[src/rtl/cpu4_mem_pkg.sv]
// Shared definitions for the cpu4 unified memory arbiter: read-owner encoding,
// default bus widths and a counter-width helper.
package cpu4_mem_pkg;

    localparam int ADDR_W_DEF = 8;
    localparam int DATA_W_DEF = 32;

    typedef enum logic [1:0] {
        OWN_NONE = 2'd0,
        OWN_IF   = 2'd1,
        OWN_D    = 2'd2
    } owner_e;

    // Bits needed to hold 0..max; never less than one bit.
    function automatic int cnt_width(input int max);
        return (max < 2) ? 1 : $clog2(max + 1);
    endfunction

endpackage

[src/rtl/cpu4_sat_cnt.sv]
// Saturating up-counter with synchronous clear; sat flags the ceiling.
module cpu4_sat_cnt #(
    parameter int MAX = 3,
    parameter int W   = 2
) (
    input  logic         clk,
    input  logic         reset,
    input  logic         inc,
    input  logic         clr,
    output logic [W-1:0] cnt,
    output logic         sat
);

    assign sat = (cnt == W'(MAX));

    always_ff @(posedge clk) begin
        if (reset)
            cnt <= '0;
        else if (clr)
            cnt <= '0;
        else if (inc && !sat)
            cnt <= cnt + 1'b1;
    end

endmodule

[src/rtl/cpu4_mem_arbiter.sv]
// Shares one single-port RAM between instruction fetch and data ports:
// data wins by default, fetch is forced through after MAX_WAIT denied cycles.
module cpu4_mem_arbiter
    import cpu4_mem_pkg::*;
#(
    parameter int ADDR_W   = ADDR_W_DEF,
    parameter int DATA_W   = DATA_W_DEF,
    parameter int MAX_WAIT = 3
) (
    input  logic              clk,
    input  logic              reset,
    input  logic              if_req,
    input  logic [ADDR_W-1:0] if_addr,
    output logic              if_gnt,
    output logic              if_rvalid,
    output logic [DATA_W-1:0] if_rdata,
    input  logic              d_req,
    input  logic              d_we,
    input  logic [ADDR_W-1:0] d_addr,
    input  logic [DATA_W-1:0] d_wdata,
    output logic              d_gnt,
    output logic              d_rvalid,
    output logic [DATA_W-1:0] d_rdata,
    output logic [ADDR_W-1:0] ram_addr,
    output logic [DATA_W-1:0] ram_wdata,
    output logic              ram_we,
    input  logic [DATA_W-1:0] ram_rdata
);

    localparam int CNT_W = cnt_width(MAX_WAIT);

    logic [CNT_W-1:0] wait_cnt;
    logic             wait_sat;
    logic             wait_inc;
    owner_e           owner_q;

    assign wait_inc = if_req & ~if_gnt;

    cpu4_sat_cnt #(
        .MAX (MAX_WAIT),
        .W   (CNT_W)
    ) u_wait_cnt (
        .clk   (clk),
        .reset (reset),
        .inc   (wait_inc),
        .clr   (~wait_inc),
        .cnt   (wait_cnt),
        .sat   (wait_sat)
    );

    always_comb begin
        if_gnt = 1'b0;
        d_gnt  = 1'b0;
        if (!reset) begin
            if (if_req && wait_sat)
                if_gnt = 1'b1;
            else if (d_req)
                d_gnt = 1'b1;
            else if (if_req)
                if_gnt = 1'b1;
        end
    end

    always_comb begin
        ram_addr = '0;
        if (d_gnt)
            ram_addr = d_addr;
        else if (if_gnt)
            ram_addr = if_addr;
    end

    assign ram_we    = d_gnt & d_we;
    assign ram_wdata = d_wdata;

    // Owner tags which port the RAM's registered output belongs to next cycle.
    always_ff @(posedge clk) begin
        if (reset)
            owner_q <= OWN_NONE;
        else if (if_gnt)
            owner_q <= OWN_IF;
        else if (d_gnt && !d_we)
            owner_q <= OWN_D;
        else
            owner_q <= OWN_NONE;
    end

    // Gated by reset so a read in flight when reset arrives is dropped at once.
    assign if_rvalid = !reset && (owner_q == OWN_IF);
    assign d_rvalid  = !reset && (owner_q == OWN_D);
    assign if_rdata  = if_rvalid ? ram_rdata : '0;
    assign d_rdata   = d_rvalid  ? ram_rdata : '0;

endmodule

[config.mk]
export PLATFORM = sky130hd
export DESIGN_NAME = cpu4_mem_arbiter
export DESIGN_NICKNAME = d
export VERILOG_FILES = /design/src/rtl/cpu4_mem_pkg.sv /design/src/rtl/cpu4_sat_cnt.sv /design/src/rtl/cpu4_mem_arbiter.sv
export SDC_FILE = /design/constraint.sdc
export NUM_CORES = 1
export LEC_CHECK = 0
export ABC_AREA = 1
export BUFFER_PORTS_ARGS = -buffer_cell sky130_fd_sc_hd__buf_2
export CORE_AREA = 2 2 74 76
export CTS_CLUSTER_DIAMETER = 40
export DETAILED_ROUTE_END_ITERATION = 10
export DIE_AREA = 0 0 76 78
export GPL_TIMING_DRIVEN = 0
export PLACE_DENSITY = 0.73
export RECOVER_POWER = 25
export SLEW_MARGIN = 30
export SYNTH_ARGS = -nofsm -noshare
export SYNTH_HDL_FRONTEND = slang
export SYNTH_SLANG_ARGS = --single-unit
[constraint.sdc]
create_clock -name clk -period 1.1 [get_ports clk]
set_input_delay 0.11 -clock clk [delete_from_list [all_inputs] [get_ports clk]]
set_output_delay 0.11 -clock clk [all_outputs]
set_load 0.02 [all_outputs]
==> impl_metrics.env <==
export IMPL_finalCritPeriodShare_pct=127
export IMPL_die_y_um=78
export IMPL_ys_types=16
export IMPL_fin_worst_skew_ns=0.00437
export IMPL_synthCells=190
export IMPL_num_antenna_cells=0
export IMPL_crit_start="u_wait_cnt.cnt[1]"
export IMPL_nFillCells=486
export IMPL_io_pins=194
export IMPL_vias=1666
export IMPL_whs_path_depth=2
export IMPL_avgSynthCellArea_um2=5.11
export IMPL_cts_hold_buf=0
export IMPL_path_class="reg -> out"
export IMPL_htreeDepth=1
export IMPL_placed_area_um2=1910
export IMPL_clk_pin_slew_ns=0.03
export IMPL_failed_checks="negative setup slack"
export IMPL_cp_endpoint="ram_addr[6]"
export IMPL_std_cell_rows=26
export IMPL_r2r_start="u_wait_cnt.cnt[1]"
export IMPL_worstSkewPairLatency_ns=0.22
export IMPL_setup_violations=78
export IMPL_synth_warnings=0
export IMPL_synth_edff_count=0
export IMPL_dp_hpwl_mm=3.29
export IMPL_synthFlopType="dfxtp_1"
export IMPL_stdcell_area_um2=2450
export IMPL_grt_max_degree=11
export IMPL_synth_common_cells="66 x nor2_1, 40 x inv_1, 32 x buf_4, 27 x nand2_1, 4 x dfxtp_1"
export IMPL_hold_start="d_we"
export IMPL_ys_top_cells_by_area="nor2_1 26%, buf_4 25%, inv_1 15%"
export IMPL_cts_made_buffers=3
export IMPL_synthMostInstantiatedCell="nor2_1"
export IMPL_crit_path_end_kind="output pin"
export IMPL_cp_start_kind="flip-flop"
export IMPL_crit_chain="ha_4 > nand2_4 > nand3_4 > clkinvlp_4 > nand2_2 > nand2_2 > buf_6"
export IMPL_reg2reg_slack_ns=-0.08
export IMPL_yosys_area_top_type_share_pct=25.5
export IMPL_drive_above_1_share_pct=73.8
export IMPL_cpMostUsedCell="nand2_2"
export IMPL_ys_seq_elements=4
export IMPL_drtPass1Iterations=4
export IMPL_rsz0062_at_grt="yes"
export IMPL_first_global_vias=1440
export IMPL_p_leak_nw=1.59
export IMPL_antenna_found_initial=0
export IMPL_outcome="finished, violations left"
export IMPL_max_freq_mhz=715
export IMPL_seq_area_um2=85.1
export IMPL_wl_per_cell_um=10.8
export IMPL_root_buffer="clkbuf_8"
export IMPL_postRouteAntennaNets=0
export IMPL_drv_slew=0
export IMPL_hp_class="in -> reg"
export IMPL_ys_async_sr_fraction_pct=0
export IMPL_grt_first_pass_wirelength_mm=6.43
export IMPL_slew_headroom_pct=83.5
export IMPL_multi_input_area_um2=653
export IMPL_area_delta_synth_final_pct=152
export IMPL_yosysTopAreaCell="nor2_1"
export IMPL_power_per_cell_area_nw_per_um2=491
export IMPL_cts_tree="done"
export IMPL_critPathMaxStageDelay_ns=0.33
export IMPL_core_area_um2=5040
export IMPL_cap_violations=0
export IMPL_critical_path_max_fanout=5
export IMPL_clock_sinks=4
export IMPL_die_w_um=76
export IMPL_grt_total_usage_pct=13.1
export IMPL_r2r_end="u_wait_cnt.cnt[0]"
export IMPL_drcViolationCount=0
export IMPL_routed_via_density=3.81
export IMPL_start_util_pct=19.3
export IMPL_final_hold_violation_count=0
export IMPL_worst_r2r_cell_count=6
export IMPL_arrival_ns=1.29
export IMPL_nets=455
export IMPL_syn_num_nets=276
export IMPL_netlist_area_um2=971
export IMPL_dieArea_um2=5930
export IMPL_slowest_stage="dfxtp_2"
export IMPL_place_gp_congestion=0.709
export IMPL_fin_ws_ns=-0.299
export IMPL_wl_mm=4.73
export IMPL_period_minus_slack_ns=1.40
export IMPL_peakVddDrop_mv=0.534
export IMPL_required_ns=0.99
export IMPL_io_buffers=161
export IMPL_drt_iter0_drc=23
export IMPL_finalSetupTns_ns=-16.33
export IMPL_ys_seq_area_share_pct=8.25
export IMPL_fin_hold_ws_ns=0.0531
export IMPL_grt_overflow=0
export IMPL_tightest_slew_ns=0.248
export IMPL_max_clock_path_buffers=2
==> cell usage in the layout, fill, tap and decap left out <==
cell type / count
buf_6: 25
nor2_4: 10
clkbuf_8: 3
xor2_1: 1
nor2_1: 41
nand2_2: 18
inv_1: 38
inv_2: 4
nor3_2: 1
buf_2: 118
clkinv_4: 2
dfxtp_2: 4
buf_4: 55
clkbuf_1: 8
clkinvlp_4: 1
ha_4: 1
nand3_1: 1
buf_8: 2
clkbuf_16: 2
nand2_4: 3
nor2_2: 18
inv_4: 1
nand3_4: 3
nand2_1: 7
==> power by group <==
part	switching (W)	total, W	internal [W]
combinational	0.000402	0.000735	0.000334
sequential	0.00000491	0.000158	0.000153
clock	0.0000761	0.000309	0.000233
==> registers in the layout, indices dropped and copies added (netlist names) <==
| signal | count |
|---|---|
| owner_q | 2 |
| u_wait_cnt.cnt | 2 |
==> kinds of logic (layout without fill, tap and decap cells) <==
family | count (synthesis) | after routing | synth area share, %
xor+xnor | 1 | 1 | 0.902
fa+ha+maj | 1 | 1 | 1.29
buf+inv | 82 | 259 | 46.9
flops | 4 | 4 | 8.25
simple gates | 102 | 102 | 42.7
==> worst min path at each step <==
stage | end | slack (ns)
2_1_floorplan | owner_q[1] | 0.18
3_3_place_gp | owner_q[1] | 0.29
3_5_place_dp | owner_q[1] | 0.29
4_1_cts | owner_q[1] | 0.06
5_1_grt | owner_q[1] | 0.06
6_report | owner_q[1] | 0.05
==> routing by layer <==
metal / routed length [um] / up-vias / part of all wire (%) / GRT usage, %
li1: - / 852 / - / -
met2: 2620 / 112 / 55 / 26.3
met3: 521 / 2 / 11 / 4.77
met4: 9 / 0 / 0.19 / 1.64
met5: 0 / - / 0 / 0
met1: 1570 / 700 / 33 / 13.1
==> through the flow <==
| stage | instances | power (W) | util, % | setup WS (ns) |
|---|---|---|---|---|
| final | 437 | 0.00120 | 48.6 | -0.299 |
| after floorplan | 190 | 0.000537 | - | -0.00232 |
| after global routing | 437 | 0.00128 | 48.6 | -0.364 |
| after global placement | 421 | 0.000752 | 37.8 | -0.114 |
| after detailed placement | 421 | 0.000761 | 37.8 | -0.133 |
| after CTS | 430 | 0.00114 | 41.7 | -0.310 |
==> area by class of cell <==
cell class,count,share of cell area [%]
timing repair buffer,172,44.1
multi-input combinational,104,26.6
buffer,38,12.9
inverter,44,7.04
tap,70,3.57
sequential,4,3.47
clock buffer,3,1.68
timing repair inverter,2,0.664
==> what timing repair did <==
item | in CTS | in global routing
setup endpoints to repair | 77 | 78
cloned | 2 | 3
gates resized for setup | 36 | 88
pin swaps | 10 | 7
buffers inserted | 4 | 4
==> worst max-delay path: cells and delay by family (launching register included) <==
kind,cells,cell delay [ns]
and+or+nand+nor,4,0.30
adders and majority gates,1,0.16
buffers and inverters,2,0.28
DFF,1,0.33
(Power assumes the default switching activity.)
